[config.mk]
export PLATFORM = sky130hd
export DESIGN_NAME = jtag_dtm_flat
export DESIGN_NICKNAME = d
export VERILOG_FILES = /design/src/rtl/jtag_dtm_if.sv /design/src/rtl/jtag_dtm.sv /design/src/flat_wrapper.sv
export SDC_FILE = /design/constraint.sdc
export NUM_CORES = 1
export LEC_CHECK = 0
export ABC_CLOCK_PERIOD_IN_PS = 6500
export CAP_MARGIN = 5
export CELL_PAD_IN_SITES_DETAIL_PLACEMENT = 0
export CELL_PAD_IN_SITES_GLOBAL_PLACEMENT = 1
export CORE_MARGIN = 4
export CORE_UTILIZATION = 40
export CTS_CLUSTER_SIZE = 20
export DETAILED_ROUTE_END_ITERATION = 10
export PLACE_DENSITY_LB_ADDON = 0.1
export SKIP_LAST_GASP = 1
export SYNTH_ARGS = -nofsm -noshare
export SYNTH_HDL_FRONTEND = slang
export SYNTH_SLANG_ARGS = --single-unit
[constraint.sdc]
create_clock -name clk -period 6.5 [get_ports clk]
set_input_delay 1.95 -clock clk [delete_from_list [all_inputs] [get_ports clk]]
set_output_delay 1.95 -clock clk [all_outputs]
set_load 0.005 [all_outputs]
[src/rtl/jtag_dtm_if.sv]
// DMI link between the JTAG DTM (master) and the debug module (slave).
`ifndef ABITS
`define ABITS 7
`endif

interface DMIPort #(
    parameter int ABITS = `ABITS
);
    logic [ABITS-1:0] addr;
    logic [31:0]      wdata;
    logic             write_en;
    logic             valid;
    logic [31:0]      rdata;
    logic             ready;

    modport Master (output addr, output wdata, output write_en, output valid,
                    input rdata, input ready);
    modport Slave  (input addr, input wdata, input write_en, input valid,
                    output rdata, output ready);
endinterface

[src/rtl/jtag_dtm.sv]
// JTAG debug transport module: oversampled TAP controller, IR/DR chains and a
// single-outstanding DMI master. All JTAG activity is driven by tck edge pulses.
`ifndef ABITS
`define ABITS 7
`endif

module jtag_dtm #(
    parameter int          ABITS  = `ABITS,
    parameter logic [31:0] IDCODE = 32'h2000_0A6F
) (
    input  logic   clk,
    input  logic   rst,
    input  logic   tck,
    input  logic   tms,
    input  logic   tdi,
    output logic   tdo,
    DMIPort.Master dm
);
    localparam int DW = ABITS + 34;

    typedef enum logic [3:0] {
        TLR, RTI, SEL_DR, CAP_DR, SH_DR, EX1_DR, PAUSE_DR, EX2_DR, UPD_DR,
        SEL_IR, CAP_IR, SH_IR, EX1_IR, PAUSE_IR, EX2_IR, UPD_IR
    } tap_e;
    typedef enum logic {DMI_IDLE, DMI_REQ} dmi_e;
    typedef enum logic [1:0] {SEL_IDCODE, SEL_DTMCS, SEL_DMI, SEL_BYPASS} dr_sel_e;

    logic [2:0]       tck_sync_q, tck_sync_d;
    logic [1:0]       tms_sync_q, tms_sync_d, tdi_sync_q, tdi_sync_d;
    tap_e             tap_q, tap_d;
    dmi_e             dmi_q, dmi_d;
    logic [4:0]       ir_q, ir_d, ir_sr_q, ir_sr_d;
    logic [DW-1:0]    dr_sr_q, dr_sr_d, dr_shift;
    logic             tdo_q, tdo_d;
    logic [1:0]       dmistat_q, dmistat_d;
    logic [31:0]      rdata_q, rdata_d, wdata_q, wdata_d;
    logic [ABITS-1:0] addr_q, addr_d;
    logic             we_q, we_d;

    logic             tck_rise, tck_fall, tms_s, tdi_s;
    logic             in_tlr, in_cap_dr, in_sh_dr, in_upd_dr, in_cap_ir, in_sh_ir, in_upd_ir;
    logic             launch, abort, busy, busy_upd;
    logic [1:0]       cap_op, upd_op;
    dr_sel_e          dr_sel;

    assign tck_rise = tck_sync_q[1] & ~tck_sync_q[2];
    assign tck_fall = ~tck_sync_q[1] & tck_sync_q[2];
    assign tms_s    = tms_sync_q[1];
    assign tdi_s    = tdi_sync_q[1];
    assign busy     = (dmi_q == DMI_REQ);
    // A completion in the same cycle as an update frees the master first.
    assign busy_upd = busy & ~dm.ready;
    assign upd_op   = dr_sr_q[1:0];

    always_ff @(posedge clk or posedge rst) begin
        if (rst) tap_q <= TLR;
        else     tap_q <= tap_d;
    end

    always_comb begin
        tap_d = tap_q;
        if (tck_rise) begin
            case (tap_q)
                TLR:      tap_d = tms_s ? TLR      : RTI;
                RTI:      tap_d = tms_s ? SEL_DR   : RTI;
                SEL_DR:   tap_d = tms_s ? SEL_IR   : CAP_DR;
                CAP_DR:   tap_d = tms_s ? EX1_DR   : SH_DR;
                SH_DR:    tap_d = tms_s ? EX1_DR   : SH_DR;
                EX1_DR:   tap_d = tms_s ? UPD_DR   : PAUSE_DR;
                PAUSE_DR: tap_d = tms_s ? EX2_DR   : PAUSE_DR;
                EX2_DR:   tap_d = tms_s ? UPD_DR   : SH_DR;
                UPD_DR:   tap_d = tms_s ? SEL_DR   : RTI;
                SEL_IR:   tap_d = tms_s ? TLR      : CAP_IR;
                CAP_IR:   tap_d = tms_s ? EX1_IR   : SH_IR;
                SH_IR:    tap_d = tms_s ? EX1_IR   : SH_IR;
                EX1_IR:   tap_d = tms_s ? UPD_IR   : PAUSE_IR;
                PAUSE_IR: tap_d = tms_s ? EX2_IR   : PAUSE_IR;
                EX2_IR:   tap_d = tms_s ? UPD_IR   : SH_IR;
                UPD_IR:   tap_d = tms_s ? SEL_DR   : RTI;
                default:  tap_d = TLR;
            endcase
        end
    end

    always_comb begin
        in_tlr    = (tap_q == TLR);
        in_cap_dr = (tap_q == CAP_DR);
        in_sh_dr  = (tap_q == SH_DR);
        in_upd_dr = (tap_q == UPD_DR);
        in_cap_ir = (tap_q == CAP_IR);
        in_sh_ir  = (tap_q == SH_IR);
        in_upd_ir = (tap_q == UPD_IR);
    end

    always_ff @(posedge clk or posedge rst) begin
        if (rst) dmi_q <= DMI_IDLE;
        else     dmi_q <= dmi_d;
    end

    always_comb begin
        dmi_d = dmi_q;
        case (dmi_q)
            DMI_IDLE: if (launch) dmi_d = DMI_REQ;
            DMI_REQ: begin
                if (abort)         dmi_d = DMI_IDLE;
                else if (dm.ready) dmi_d = launch ? DMI_REQ : DMI_IDLE;
            end
            default:  dmi_d = DMI_IDLE;
        endcase
    end

    always_comb begin
        dm.valid    = (dmi_q == DMI_REQ);
        dm.addr     = addr_q;
        dm.wdata    = wdata_q;
        dm.write_en = we_q;
        tdo         = tdo_q;
    end

    always_comb begin
        case (ir_q)
            5'h01:   dr_sel = SEL_IDCODE;
            5'h10:   dr_sel = SEL_DTMCS;
            5'h11:   dr_sel = SEL_DMI;
            default: dr_sel = SEL_BYPASS;
        endcase
    end

    always_comb begin
        tck_sync_d = {tck_sync_q[1:0], tck};
        tms_sync_d = {tms_sync_q[0], tms};
        tdi_sync_d = {tdi_sync_q[0], tdi};
        ir_d       = ir_q;
        ir_sr_d    = ir_sr_q;
        dr_sr_d    = dr_sr_q;
        tdo_d      = tdo_q;
        dmistat_d  = dmistat_q;
        rdata_d    = rdata_q;
        addr_d     = addr_q;
        wdata_d    = wdata_q;
        we_d       = we_q;
        launch     = 1'b0;
        abort      = 1'b0;
        cap_op     = 2'd0;
        dr_shift   = dr_sr_q >> 1;

        if (busy && dm.ready && !we_q) rdata_d = dm.rdata;
        if (in_tlr) ir_d = 5'h01;

        case (dr_sel)
            SEL_BYPASS: dr_shift = {{(DW-1){1'b0}}, tdi_s};
            SEL_DMI:    dr_shift[DW-1] = tdi_s;
            default:    dr_shift[31] = tdi_s;
        endcase

        if (dmistat_q != 2'd0) cap_op = dmistat_q;
        else if (busy)         cap_op = 2'd3;

        if (tck_rise) begin
            if (in_cap_ir) ir_sr_d = 5'b00001;
            if (in_sh_ir)  ir_sr_d = {tdi_s, ir_sr_q[4:1]};
            if (in_upd_ir) ir_d = ir_sr_q;
            if (in_sh_dr)  dr_sr_d = dr_shift;
            if (in_cap_dr) begin
                case (dr_sel)
                    SEL_IDCODE: dr_sr_d = {{(DW-32){1'b0}}, IDCODE};
                    SEL_DTMCS:  dr_sr_d = {{(DW-32){1'b0}}, 14'b0, 2'b00, 1'b0, 3'd1,
                                           dmistat_q, 6'(ABITS), 4'd1};
                    SEL_DMI: begin
                        dr_sr_d = {addr_q, rdata_q, cap_op};
                        if (dmistat_q == 2'd0 && busy) dmistat_d = 2'd3;
                    end
                    default:    dr_sr_d = '0;
                endcase
            end
            if (in_upd_dr && dr_sel == SEL_DTMCS) begin
                if (dr_sr_q[16] || dr_sr_q[17]) dmistat_d = 2'd0;
                abort = dr_sr_q[17];
            end
            if (in_upd_dr && dr_sel == SEL_DMI && dmistat_q == 2'd0) begin
                if (busy_upd) begin
                    dmistat_d = 2'd3;
                end else if (upd_op == 2'd1 || upd_op == 2'd2) begin
                    addr_d = dr_sr_q[DW-1:34];
                    we_d   = (upd_op == 2'd2);
                    if (upd_op == 2'd2) wdata_d = dr_sr_q[33:2];
                    launch = 1'b1;
                end
            end
        end

        if (tck_fall) begin
            if (in_sh_dr)      tdo_d = dr_sr_q[0];
            else if (in_sh_ir) tdo_d = ir_sr_q[0];
        end
    end

    always_ff @(posedge clk or posedge rst) begin
        if (rst) begin
            tck_sync_q <= '0;
            tms_sync_q <= '0;
            tdi_sync_q <= '0;
            ir_q       <= 5'h01;
            ir_sr_q    <= 5'h01;
            dr_sr_q    <= '0;
            tdo_q      <= 1'b0;
            dmistat_q  <= 2'd0;
            rdata_q    <= '0;
            addr_q     <= '0;
            wdata_q    <= '0;
            we_q       <= 1'b0;
        end else begin
            tck_sync_q <= tck_sync_d;
            tms_sync_q <= tms_sync_d;
            tdi_sync_q <= tdi_sync_d;
            ir_q       <= ir_d;
            ir_sr_q    <= ir_sr_d;
            dr_sr_q    <= dr_sr_d;
            tdo_q      <= tdo_d;
            dmistat_q  <= dmistat_d;
            rdata_q    <= rdata_d;
            addr_q     <= addr_d;
            wdata_q    <= wdata_d;
            we_q       <= we_d;
        end
    end
endmodule
[src/flat_wrapper.sv]
// flat-port wrapper written by rule: the top's interface ports become plain ports
module jtag_dtm_flat 
#(
    parameter int          ABITS  = `ABITS,
    parameter logic [31:0] IDCODE = 32'h2000_0A6F
)
  (clk, rst, tck, tms, tdi, tdo, dm_addr, dm_wdata, dm_write_en, dm_valid, dm_rdata, dm_ready);
  DMIPort #(.ABITS(ABITS)) dm_i ();
  input  logic clk;
  input  logic rst;
  input  logic tck;
  input  logic tms;
  input  logic tdi;
  output logic tdo;
  output wire logic [$bits(dm_i.addr)-1:0] dm_addr;
  output wire logic [$bits(dm_i.wdata)-1:0] dm_wdata;
  output wire logic [$bits(dm_i.write_en)-1:0] dm_write_en;
  output wire logic [$bits(dm_i.valid)-1:0] dm_valid;
  input wire logic [$bits(dm_i.rdata)-1:0] dm_rdata;
  input wire logic [$bits(dm_i.ready)-1:0] dm_ready;
  assign dm_addr = dm_i.addr;
  assign dm_wdata = dm_i.wdata;
  assign dm_write_en = dm_i.write_en;
  assign dm_valid = dm_i.valid;
  assign dm_i.rdata = dm_rdata;
  assign dm_i.ready = dm_ready;
  jtag_dtm #(.ABITS(ABITS), .IDCODE(IDCODE)) u_core (.clk(clk), .rst(rst), .tck(tck), .tms(tms), .tdi(tdi), .tdo(tdo), .dm(dm_i));
endmodule
==> results of run 1 <==
==> final timing paths <==
check / startpoint / to / slack [ps] / depth (start not counted)
max: dm_ready / u_core.dm.wdata[18] / 2230 / 5
min: u_core.tdi_sync_q[0] / u_core.tdi_sync_q[1] / 350 / 0
max reg2reg: u_core.tck_sync_q[1] / u_core.dm.wdata[18] / 3160 / 5
min reg2reg: u_core.tdi_sync_q[0] / u_core.tdi_sync_q[1] / 350 / 0
max in group asynchronous: rst / u_core.rdata_q[2] / 3350 / 3
min in group asynchronous: rst / u_core.dr_sr_q[14] / 2110 / 2
==> worst max-delay path, delay by kind of cell <==
kind / cells / cell delay (ps)
buffers and inverters: 1 / 520
AND/OR/NAND/NOR: 3 / 1600
multiplexers: 1 / 470
==> registers in the layout, summed over array words and instances (netlist names) <==
name	cells
u_core.dm.valid	1
u_core.tms_sync_q	2
u_core.dmistat_q	2
u_core.tck_sync_q	3
u_core.tdi_sync_q	2
u_core.ir_q	5
u_core.ir_sr_q	5
u_core.tap_q	4
u_core.dm.wdata	32
u_core.dr_sr_q	41
u_core.dm.write_en	1
u_core.dm.addr	7
u_core.tdo	1
u_core.rdata_q	32
==> placed cells by master, fill, tap and decap left out, types with 2 or more instances in the layout <==
| master | n |
|---|---|
| clkbuf_8 | 2 |
| a211oi_1 | 2 |
| clkdlybuf4s50_1 | 79 |
| clkbuf_1 | 4 |
| mux2i_1 | 5 |
| clkinv_2 | 6 |
| o22ai_1 | 9 |
| nor2_1 | 10 |
| dfstp_2 | 2 |
| o31ai_1 | 7 |
| nand2_1 | 60 |
| a22oi_1 | 31 |
| nor2_2 | 2 |
| a21oi_1 | 14 |
| nor2b_1 | 4 |
| nand3_1 | 8 |
| clkbuf_16 | 17 |
| o41ai_1 | 2 |
| buf_4 | 5 |
| mux2_4 | 29 |
| o21ai_0 | 47 |
| nand2b_1 | 4 |
| and2_1 | 2 |
| dfrtp_1 | 136 |
| or3_1 | 3 |
| bufinv_16 | 2 |
| nor4_1 | 2 |
| inv_1 | 8 |
| nor3_1 | 6 |
| a21o_1 | 2 |
| mux2_1 | 3 |
| a31oi_1 | 3 |
| o21a_1 | 2 |
| mux2_2 | 40 |
==> cells in the mapped netlist (4+ instances only) <==
library cell    n
mux2i_1         5
nor3_1          6
mux2_2         40
a21oi_1        14
nand3_1         8
clkbuf_1       22
buf_2           6
nand2_1        60
buf_6           5
inv_1           9
nand2b_1        4
nor2_1         12
mux2_4         29
nor2b_1         4
a22oi_1        31
o31ai_1         7
o21ai_0        47
o22ai_1         9
dfrtp_1       136
or3_1           4
==> metrics by stage <==
step / cell area [µm²] / cells / hold slack (ps) / util
2_1_floorplan: 5981 / 501 / 331.2 / -
6_report: 7440 / 766 / 347.9 / 0.5099
5_1_grt: 7440 / 766 / 363.0 / 0.5099
3_5_place_dp: 6874 / 734 / 334.7 / 0.4712
4_1_cts: 7440 / 766 / 347.7 / 0.5099
3_3_place_gp: 6874 / 734 / 333.1 / 0.4712
==> logic make-up (layout without fill, tap and decap cells) <==
logic type,count (synthesis),in the layout,synth area share
DFF,138,138,0.5778
AOI/OAI and AO/OA,127,127,0.1326
and+or+nand+nor,112,112,0.08808
muxes,77,77,0.1621
buffers and inverters,45,126,0.03577
adders and majority gates,1,1,0.002092
xor gates and xnor gates,1,1,0.001465
==> layout make-up <==
type,instances,area [µm²]
clock buffers,23,467.9
clock inverters,9,97.59
fillers,1298,7149
inverters,10,42.54
multi-input cells,318,2317
flip-flops and latches,138,3456
well taps,184,230.2
repair buffers,84,828.3
==> per-layer routing <==
metal,vias to the layer above,global-route usage,routed length (µm)
met5,-,0,0
met4,0,0.05196,152
met3,13,0.04707,615
met2,93,0.2336,5947
met1,1981,0.2338,6529
li1,1935,-,-
==> power by group <==
part | total [W] | internal (W) | switching, W | leakage [nW]
clock network | 0.000929 | 0.000581 | 0.000349 | 0.280
registers | 0.00102 | 0.000928 | 0.0000905 | 1.88
logic | 0.000320 | 0.000132 | 0.000188 | 1.24
==> flow_summary.toml, run 1 <==
[final_layout]
n_antenna_cell = 0
area_delta_synth_final_pct = 24.39
drive_gt1_frac = 0.1924
fin_nets = 608

[placement]
globalplace.congestion = 0.7893
dp_hpwl_um = 8437
numPortBuffers = 79
post-place-ws_ps = 1783

[min_path]
hp-class = "reg -> reg"

[floorplan]
initial_utilization = 0.4099
die_area_mm2 = 0.01697
core_mm2 = 0.01459
fp-row-count = 44
dieHeight_um = 130.3
die-width_um = 130.3
ioPinCount = 80

[sta]
finClkSkew_ps = 7.097
fin_crit_ps = 4267
tns_ps = 0
max_freq_mhz = 234.4
setup-violations-final = 0
maxSlewHeadroom = 0.2208
final_max_slew_viol_count = 0
timing.final.ws_setup_ps = 2233
post-route-period-util = 0.6564
worstMarginPinSlew_ps = 1169
rsz0062_at_grt = "no"
hold_violations = 0

[clocking]
numCtsBuffers = 17
clk_pin_slew_worst_paths_ps = 60
hold_buffers = 0
cts.path.max_buffers = 2
cts_htree_levels = 4
clk_latency_ps = 410
cts_tree = "yes"
cts_root_buf = "clkbuf_16"
post_cts_buffers = 0
cts_sinks = 138
cts_resized = 0

[critical_path]
worstPathRequired_ps = 6790
end_kind = "flop"
max_stage_delay_ps = 790
crit_fanout = 33
cp_cell_sequence = "clkdlybuf4s50_1 -> nand2b_1 -> or4b_1 -> or2_2 -> mux2_1"
cp.arrival_ps = 4560
worstSetupPathType = "in -> reg"
crit_slowest_cell = "or2_2"
worst_setup_path_start_kind = "primary input"

[synth]
yosysTopAreaCell = "dfrtp_1"
ys_ff_latch = 138
yosys_warnings = 0
synthCells = 501
synth.area.top_cells = "dfrtp_1 (57%), mux2_2 (7.5%), mux2_4 (7.3%)"
synth_top_area_frac = 0.5690
async_flop_share = 1.000
ys_types = 51
synth_enable_flop_cells = 0
avgSynthCellArea_um2 = 11.94
synthFlopType = "dfrtp_1"
syn_nets = 540
syn_area_mm2 = 0.005981
ys_seq_area_frac = 0.5778

[drt]
final_antenna_net_count = 0
wl_per_cell_um = 17.29
firstDrtPassIters = 4
avgViaCountPerCell = 5.251
drtIter0Drc = 314
num_vias = 4022
drt-total-wl_um = 13240
drc_errors = 0

[grt]
grt_pass1_wl_um = 21180
grt.total_usage = 0.1614
grt_start_max_net_pins = 107
grt_overflow_total = 0
grt_pass1_vias = 4007
antenna_found_initial = 0

[job]
drv_cap = 0

[power_and_ir_drop]
power_density_mw_per_mm2 = 304.8
finalPower_w = 0.002268
p_leak_nw = 3.396
ir_worst_vdd_v = 0.0001872

[status]
status = "finished clean"
(Power assumes the default switching activity.)
==> run 2: changes to the inputs <==
- ABC_CLOCK_PERIOD_IN_PS: 6500 -> 4000
- clock period: 6.5 -> 4 ns (I/O delays scaled with it)
==> run 2 against run 1 <==
  * Utilization is 1.2 points higher
  * Sequential share of layout area is 1.1 points lower
  * Worst setup slack worse by 1300 ps
  * Combinational power is 63% higher
  * Die area stayed put
  * Critical endpoint unchanged
  * Clock skew is 0.71 ps lower
  * Total power is 73% higher
  * Register-to-register slack worse by 1900 ps
  * First-iteration DRC count is 20% lower
  * Via count is 1.5% higher
  * Global-route usage is 0.79 points higher
  * Non-clock buffer count is 5 higher
==> flow_summary.toml, run 2 (synthesis gave the netlist of run 1 again) <==
[sta]
setup-violations-final = 0
max_freq_mhz = 330.7
tns_ps = 0
fin_crit_ps = 3024
worstMarginPinSlew_ps = 912.4
hold_violations = 0
maxSlewHeadroom = 0.3871
finClkSkew_ps = 6.386
final_max_slew_viol_count = 0
rsz0062_at_grt = "no"
post-route-period-util = 0.7559

[power_and_ir_drop]
p_leak_nw = 3.477
ir_worst_vdd_v = 0.0003448
power_density_mw_per_mm2 = 516.0

[placement]
placed_cells = 739
numPortBuffers = 79
dp_hpwl_um = 8830
globalplace.congestion = 0.8180

[drt]
drt-total-wl_um = 13440
final_antenna_net_count = 0
avgViaCountPerCell = 5.294
firstDrtPassIters = 4
wl_per_cell_um = 17.43
drc_errors = 0
drtIter0Drc = 252
num_vias = 4082

[final_layout]
final_common_cell = "dfrtp_1"
multi_input_area_mm2 = 0.002317
n_antenna_cell = 0
fill_cells = 1290
largest_reg_flops = 41
max_flop_register = "u_core.dr_sr_q"
regArea_mm2 = 0.003456
instances_no_fill = 771
fin_nets = 613
drive_gt1_frac = 0.2061
final_cell_mix = "dfrtp_1 (136), clkdlybuf4s50_1 (79), nand2_1 (60)"
area_delta_synth_final_pct = 27.38

[clocking]
numCtsBuffers = 17
hold_buffers = 0
clk_latency_ps = 420
cts_htree_levels = 4
cts_resized = 0
clk_pin_slew_worst_paths_ps = 60
cts.path.max_buffers = 2
cts_sinks = 138
post_cts_buffers = 0
cts_tree = "yes"
cts_root_buf = "clkbuf_16"

[grt]
grt_pass1_wl_um = 21960
grt.total_usage = 0.1693
grt_overflow_total = 0
grt_start_max_net_pins = 46
antenna_found_initial = 0
grt_pass1_vias = 4128

[min_path]
hold_depth = 0
hp-class = "reg -> reg"

[floorplan]
die-width_um = 130.3
initial_utilization = 0.4099
dieHeight_um = 130.3
die_area_mm2 = 0.01697
fp-row-count = 44
ioPinCount = 80
core_mm2 = 0.01459

[job]
drv_cap = 0

[critical_path]
worst_setup_path_start_kind = "primary input"
worstPathRequired_ps = 4300
rr_worst_depth = 6
cp.arrival_ps = 3320
end_kind = "flop"
worstSetupPathType = "in -> reg"
reg2reg_slack_ps = 1220
crit_fanout = 33

[status]
status = "finished clean"
-- run 2: layout make-up --
class,count,share of cell area
Sequential cell,138,0.4536
Multi-Input combinational cell,318,0.3042
Timing Repair Buffer,89,0.1186
Clock buffer,21,0.06306
Tap cell,184,0.03022
Clock inverter,11,0.02496
Inverter,10,0.005420
-- run 2: final timing paths --
| check | from | end |
|---|---|---|
| setup reg to reg | u_core.ir_q[0] | u_core.dm.wdata[18] |
| min in group asynchronous | rst | u_core.dr_sr_q[15] |
| hold / removal | u_core.tdi_sync_q[0] | u_core.tdi_sync_q[1] |
| hold reg to reg | u_core.tdi_sync_q[0] | u_core.tdi_sync_q[1] |
| max in group asynchronous | rst | u_core.ir_sr_q[0] |
| setup / recovery | dm_ready | u_core.dm.wdata[18] |
-- run 2: critical path: stages --
cell             delay [ps]
clkdlybuf4s50_1         510
nand2b_1                140
or4b_1                  450
or2_2                   290
buf_4                   320
mux2_1                  390
-- run 2: metal layers --
layer / up-vias / GRT usage / routed length (µm)
met5: - / 0 / 0
met3: 6 / 0.06099 / 709
li1: 1955 / - / -
met4: 0 / 0.05012 / 92
met1: 2038 / 0.2346 / 6567
met2: 83 / 0.2508 / 6068
-- run 2: metrics by stage --
| step | hold slack (ps) | area (µm²) | util | setup WS (ps) | power (W) |
|---|---|---|---|---|---|
| floorplan | 331.2 | 5984 | - | 1081 | 0.002034 |
| global placement | 332.3 | 6948 | 0.4762 | 581.0 | 0.002189 |
| detailed placement | 337.2 | 6948 | 0.4762 | 544.0 | 0.002201 |
| CTS | 350.5 | 7619 | 0.5222 | 999.8 | 0.003981 |
| global route | 355.1 | 7619 | 0.5222 | 871.7 | 0.004137 |
| finish | 348.3 | 7619 | 0.5222 | 976.4 | 0.003932 |
-- run 2: report_power, final --
group | internal [W] | switching [W]
Combinational | 0.000221 | 0.000300
Clock | 0.00117 | 0.000587
Sequential | 0.00151 | 0.000146
==> RTL edit 1, RTL diff (settings of run 2) <==
`dr_sr_q` no longer has a reset.
--- a/src/rtl/jtag_dtm.sv
+++ b/src/rtl/jtag_dtm.sv
@@ -202,7 +202,6 @@
             tdi_sync_q <= '0;
             ir_q       <= 5'h01;
             ir_sr_q    <= 5'h01;
-            dr_sr_q    <= '0;
             tdo_q      <= 1'b0;
             dmistat_q  <= 2'd0;
             rdata_q    <= '0;
@@ -215,7 +214,6 @@
             tdi_sync_q <= tdi_sync_d;
             ir_q       <= ir_d;
             ir_sr_q    <= ir_sr_d;
-            dr_sr_q    <= dr_sr_d;
             tdo_q      <= tdo_d;
             dmistat_q  <= dmistat_d;
             rdata_q    <= rdata_d;
@@ -224,4 +222,8 @@
             we_q       <= we_d;
         end
     end
+
+    always_ff @(posedge clk) begin
+        dr_sr_q <= dr_sr_d;
+    end
 endmodule
Function: same outputs for any inputs over 10 cycles, from zero or initial values and one cycle with rst high; that may be too few to reach the edited logic, so the function may still have changed.
==> RTL edit 1 against run 2 <==
Setup slack improved by 0.21 ns. Clock skew increased by 0.0013 ns. Synthesized area decreased by 0.79%. Die area decreased by 0.74%. Final area decreased by 2.1%. Routed wire length decreased by 2.9%. Final cell count decreased by 9.5%. Total power decreased by 6.7%. Via count decreased by 9.4%. Sequential cell count unchanged. Highest routed layer unchanged. Register-to-register slack improved by 0.07 ns. Critical endpoint is now u_core.rdata_q[22]$_DFFE_PP0P_.
==> RTL edit 1: results (changes against run 2) <==
- Worst setup endpoint: u_core.rdata_q[22]$_DFFE_PP0P_
- Max stage delay on crit path: 0.62 ns (+0.11 ns)
- Skew final: 0.00766 ns (+0.00127 ns)
- Syn nets: 458 (-15%)
- Worst reg2reg endpoint: u_core.dr_sr_q[14]$_DFFE_PP_
- Worst reg2reg path depth: 3 (-3)
- Worst Hold End: u_core.tms_sync_q[1]$_DFF_PP0_
- Worst setup margin: 1.18 ns (+0.206 ns)
- Synth unique cells: 55 (+7.8%)
- Layout cells sized above 1: 24.9% (+4.3 points)
- GR Util met3: 3.89% (-2.2 points)
- Placed instance area: 6910 µm² (-0.61%)
- Final wirelength: 13000 µm (-2.9%)
- R2R setup slack: 1.29 ns (+0.07 ns)
- Final GP Congestion: 0.768 (-6.1%)
- Synth async-reset ratio: 70.3% (-30 points)
- Met2 track demand over resource: 23.6% (-1.4 points)
- Worst reg2reg path startpoint: u_core.tap_q[0]$_DFFE_PP0P_
- Leak: 3.17 nW (-8.9%)
- Synth cell count leaders: dfrtp_1 (95), mux2_2 (43), edfxtp_1 (41)
- Drt via density: 5.30 (about the same)
- Cell family with most CP delay: buffers and inverters
- Number of global-route vias before repair: 3814 (-7.6%)
- Met1 usage: 24.0% (+0.56 points)
- Peak supply drop: 0.320 mV (-7.3%)
- Layout Nets: 542 (-12%)
- 1st-iter DRT viols: 277 (+9.9%)
- Status: completed
- Critical Path Slowest Stage Cell: nand3b_1
- Critical path fanouts, max: 17 (-48%)
- Post-DP HPWL: 8430 µm (-4.5%)
- DP Cell Count: 668 (-9.6%)
[RTL edit 1: cell count changes after synthesis, moves of 27 or more]
cell      change
edfxtp_1     +41
a22oi_1      -30
o21ai_0      -27
nand2_1      -27
a22o_1       +28
dfrtp_1      -41
[RTL edit 1: layout make-up]
type	count	area, µm²
repair buffers	89	866
multi-input cells	253	2130
inverters	4	17.5
clock inverters	13	130
clock buffers	17	425
fillers	1255	7070
flip-flops and latches	138	3660
well taps	184	230
[RTL edit 1: cells by family (layout without fill, tap and decap cells)]
family                     after synthesis  after routing  share of synthesized area [%]
AOI/OAI and AO/OA                       84             84                           10.5
xor gates and xnor gates                 1              1                          0.148
adders and majority gates                1              1                          0.211
buffers and inverters                   28            123                           2.99
DFF                                    138            138                           61.7
muxes                                   74             74                           15.8
and+or+nand+nor                         93             93                           8.65
[RTL edit 1: report_power, final]
group	internal, W	leakage, nW	switching (W)
combinational	0.000239	1.21	0.000238
clock	0.000903	0.262	0.000586
sequential	0.00157	1.70	0.000132
total	0.00271	3.17	0.000957
==> RTL edit 2, RTL diff (settings of run 2) <==
Made on the original files. Change the macro `ABITS` from 7 to 8.
--- a/src/rtl/jtag_dtm_if.sv
+++ b/src/rtl/jtag_dtm_if.sv
@@ -1,6 +1,6 @@
 // DMI link between the JTAG DTM (master) and the debug module (slave).
 `ifndef ABITS
-`define ABITS 7
+`define ABITS 8
 `endif
 
 interface DMIPort #(
Ports: changed (resized dm_addr); port bits go from 80 to 81. No check against the original RTL was run, so the function may have changed too.
==> RTL edit 2 against run 2 <==
Routed wire length rose by 0.83%. Final area about the same. Sequential share of layout area up 0.63 points. Synthesized area grew 1.7%. Sequential cell count increased by 2. Setup slack improved by 0.00057 ns. Non-clock buffer count is the same. Total power fell by 4.2%. Largest power group is now registers. Global-route usage is 0.74 points lower.
==> RTL edit 2: results (changes against run 2) <==
- Relative slew slack: 36.1% (-2.6 points)
- Multi-input gate area: 2400 µm² (+3.6%)
- Synth unique cells: 46 (-9.8%)
- Synthesized area per cell: 11.6 µm² (-2.9%)
- Post-DP HPWL: 8830 µm (about the same)
- Max reg flops: 42 (+2.4%)
- Leak: 3.38 nW (-2.8%)
- DP Cell Count: 764 (+3.4%)
- Final wirelength: 13500 µm (+0.83%)
- Skew final: 0.00650 ns (+0.000112 ns)
- Critical Path Slowest Stage Cell: nor4_4
- Critical path fanouts, max: 19 (-42%)
- Global-route wire length before repair: 22600 µm (+2.9%)
- Drt via density: 5.26 (-0.57%)
- Post-route insts no fill: 795 (+3.1%)
- 1st-iter DRT viols: 268 (+6.3%)
- Layout Nets: 638 (+4.1%)
- Synth async-reset ratio: 100% (unchanged)
- Switching power: 0.00102 W (-1.2%)
- Status: completed
- Layout cells sized above 1: 19.0% (-1.6 points)
- Placed instance area: 7060 µm² (+1.7%)
- FILL cells: 1281 (-0.70%)
- Area contributors post-synth: dfrtp_1 (57%), mux2_4 (7.2%), mux2_2 (7.0%)
- Place WS: 0.526 ns (-0.0175 ns)
- Number of global-route vias before repair: 4232 (+2.5%)
- Final GP Congestion: 0.750 (-8.4%)
- Largest net degree at the start of global routing: 94 (+100%)
- Global Route Usage Sum: 16.2% (-0.74 points)
- CTS H-tree lvls: 4 (unchanged)
- Max stage delay on crit path: 0.58 ns (+0.07 ns)
- Pre-antenna DRT Iters: 5 (+1)
-- RTL edit 2: kinds of logic after synthesis --
group / count (synthesis) / share of synthesized area [%]
simple gates: 146 / 11.4
buf+inv: 42 / 3.13
xor+xnor: 1 / 0.144
flops: 140 / 57.6
compound gates: 123 / 12.4
fa+ha+maj: 1 / 0.206
mux: 72 / 15.0
-- RTL edit 2: final timing paths --
check	cells after the start	start	end	slack, ns
setup / recovery	6	dm_ready	u_core.dm.wdata[14]$_DFFE_PP0P_	0.98
hold / removal	0	u_core.tms_sync_q[0]$_DFF_PP0_	u_core.tms_sync_q[1]$_DFF_PP0_	0.35
setup reg to reg	6	u_core.tap_q[3]$_DFFE_PP0P_	u_core.dm.wdata[14]$_DFFE_PP0P_	1.22
hold reg to reg	0	u_core.tms_sync_q[0]$_DFF_PP0_	u_core.tms_sync_q[1]$_DFF_PP0_	0.35
max in group asynchronous	3	rst	u_core.ir_q[0]$_DFF_PP1_	2.12
min in group asynchronous	2	rst	u_core.dm.wdata[5]$_DFFE_PP0P_	1.09
-- RTL edit 2: cell type report --
type	instances	share of cell area, %
clock inverters	8	1.21
well taps	184	3.02
inverters	8	0.443
multi-input cells	343	31.5
clock buffers	23	6.14
repair buffers	89	11.7
flip-flops and latches	140	46.0
-- RTL edit 2: routing by layer --
metal	global-route usage, %	up-vias	share of wire [%]
met4	4.32	0	0.78
li1	-	2010	-
met1	22.9	2061	48
met3	5.12	11	5.9
met2	24.3	103	45
met5	0	-	0
-- RTL edit 2: power groups by stage --
stage / clock network [W] / registers (W) / logic, W
CTS: 0.00153 / 0.00173 / 0.000541
detailed placement: 0 / 0.00176 / 0.000537
global placement: 0 / 0.00175 / 0.000527
floorplan: 0 / 0.00166 / 0.000467
finish: 0.00150 / 0.00173 / 0.000534
global route: 0.00160 / 0.00176 / 0.000606
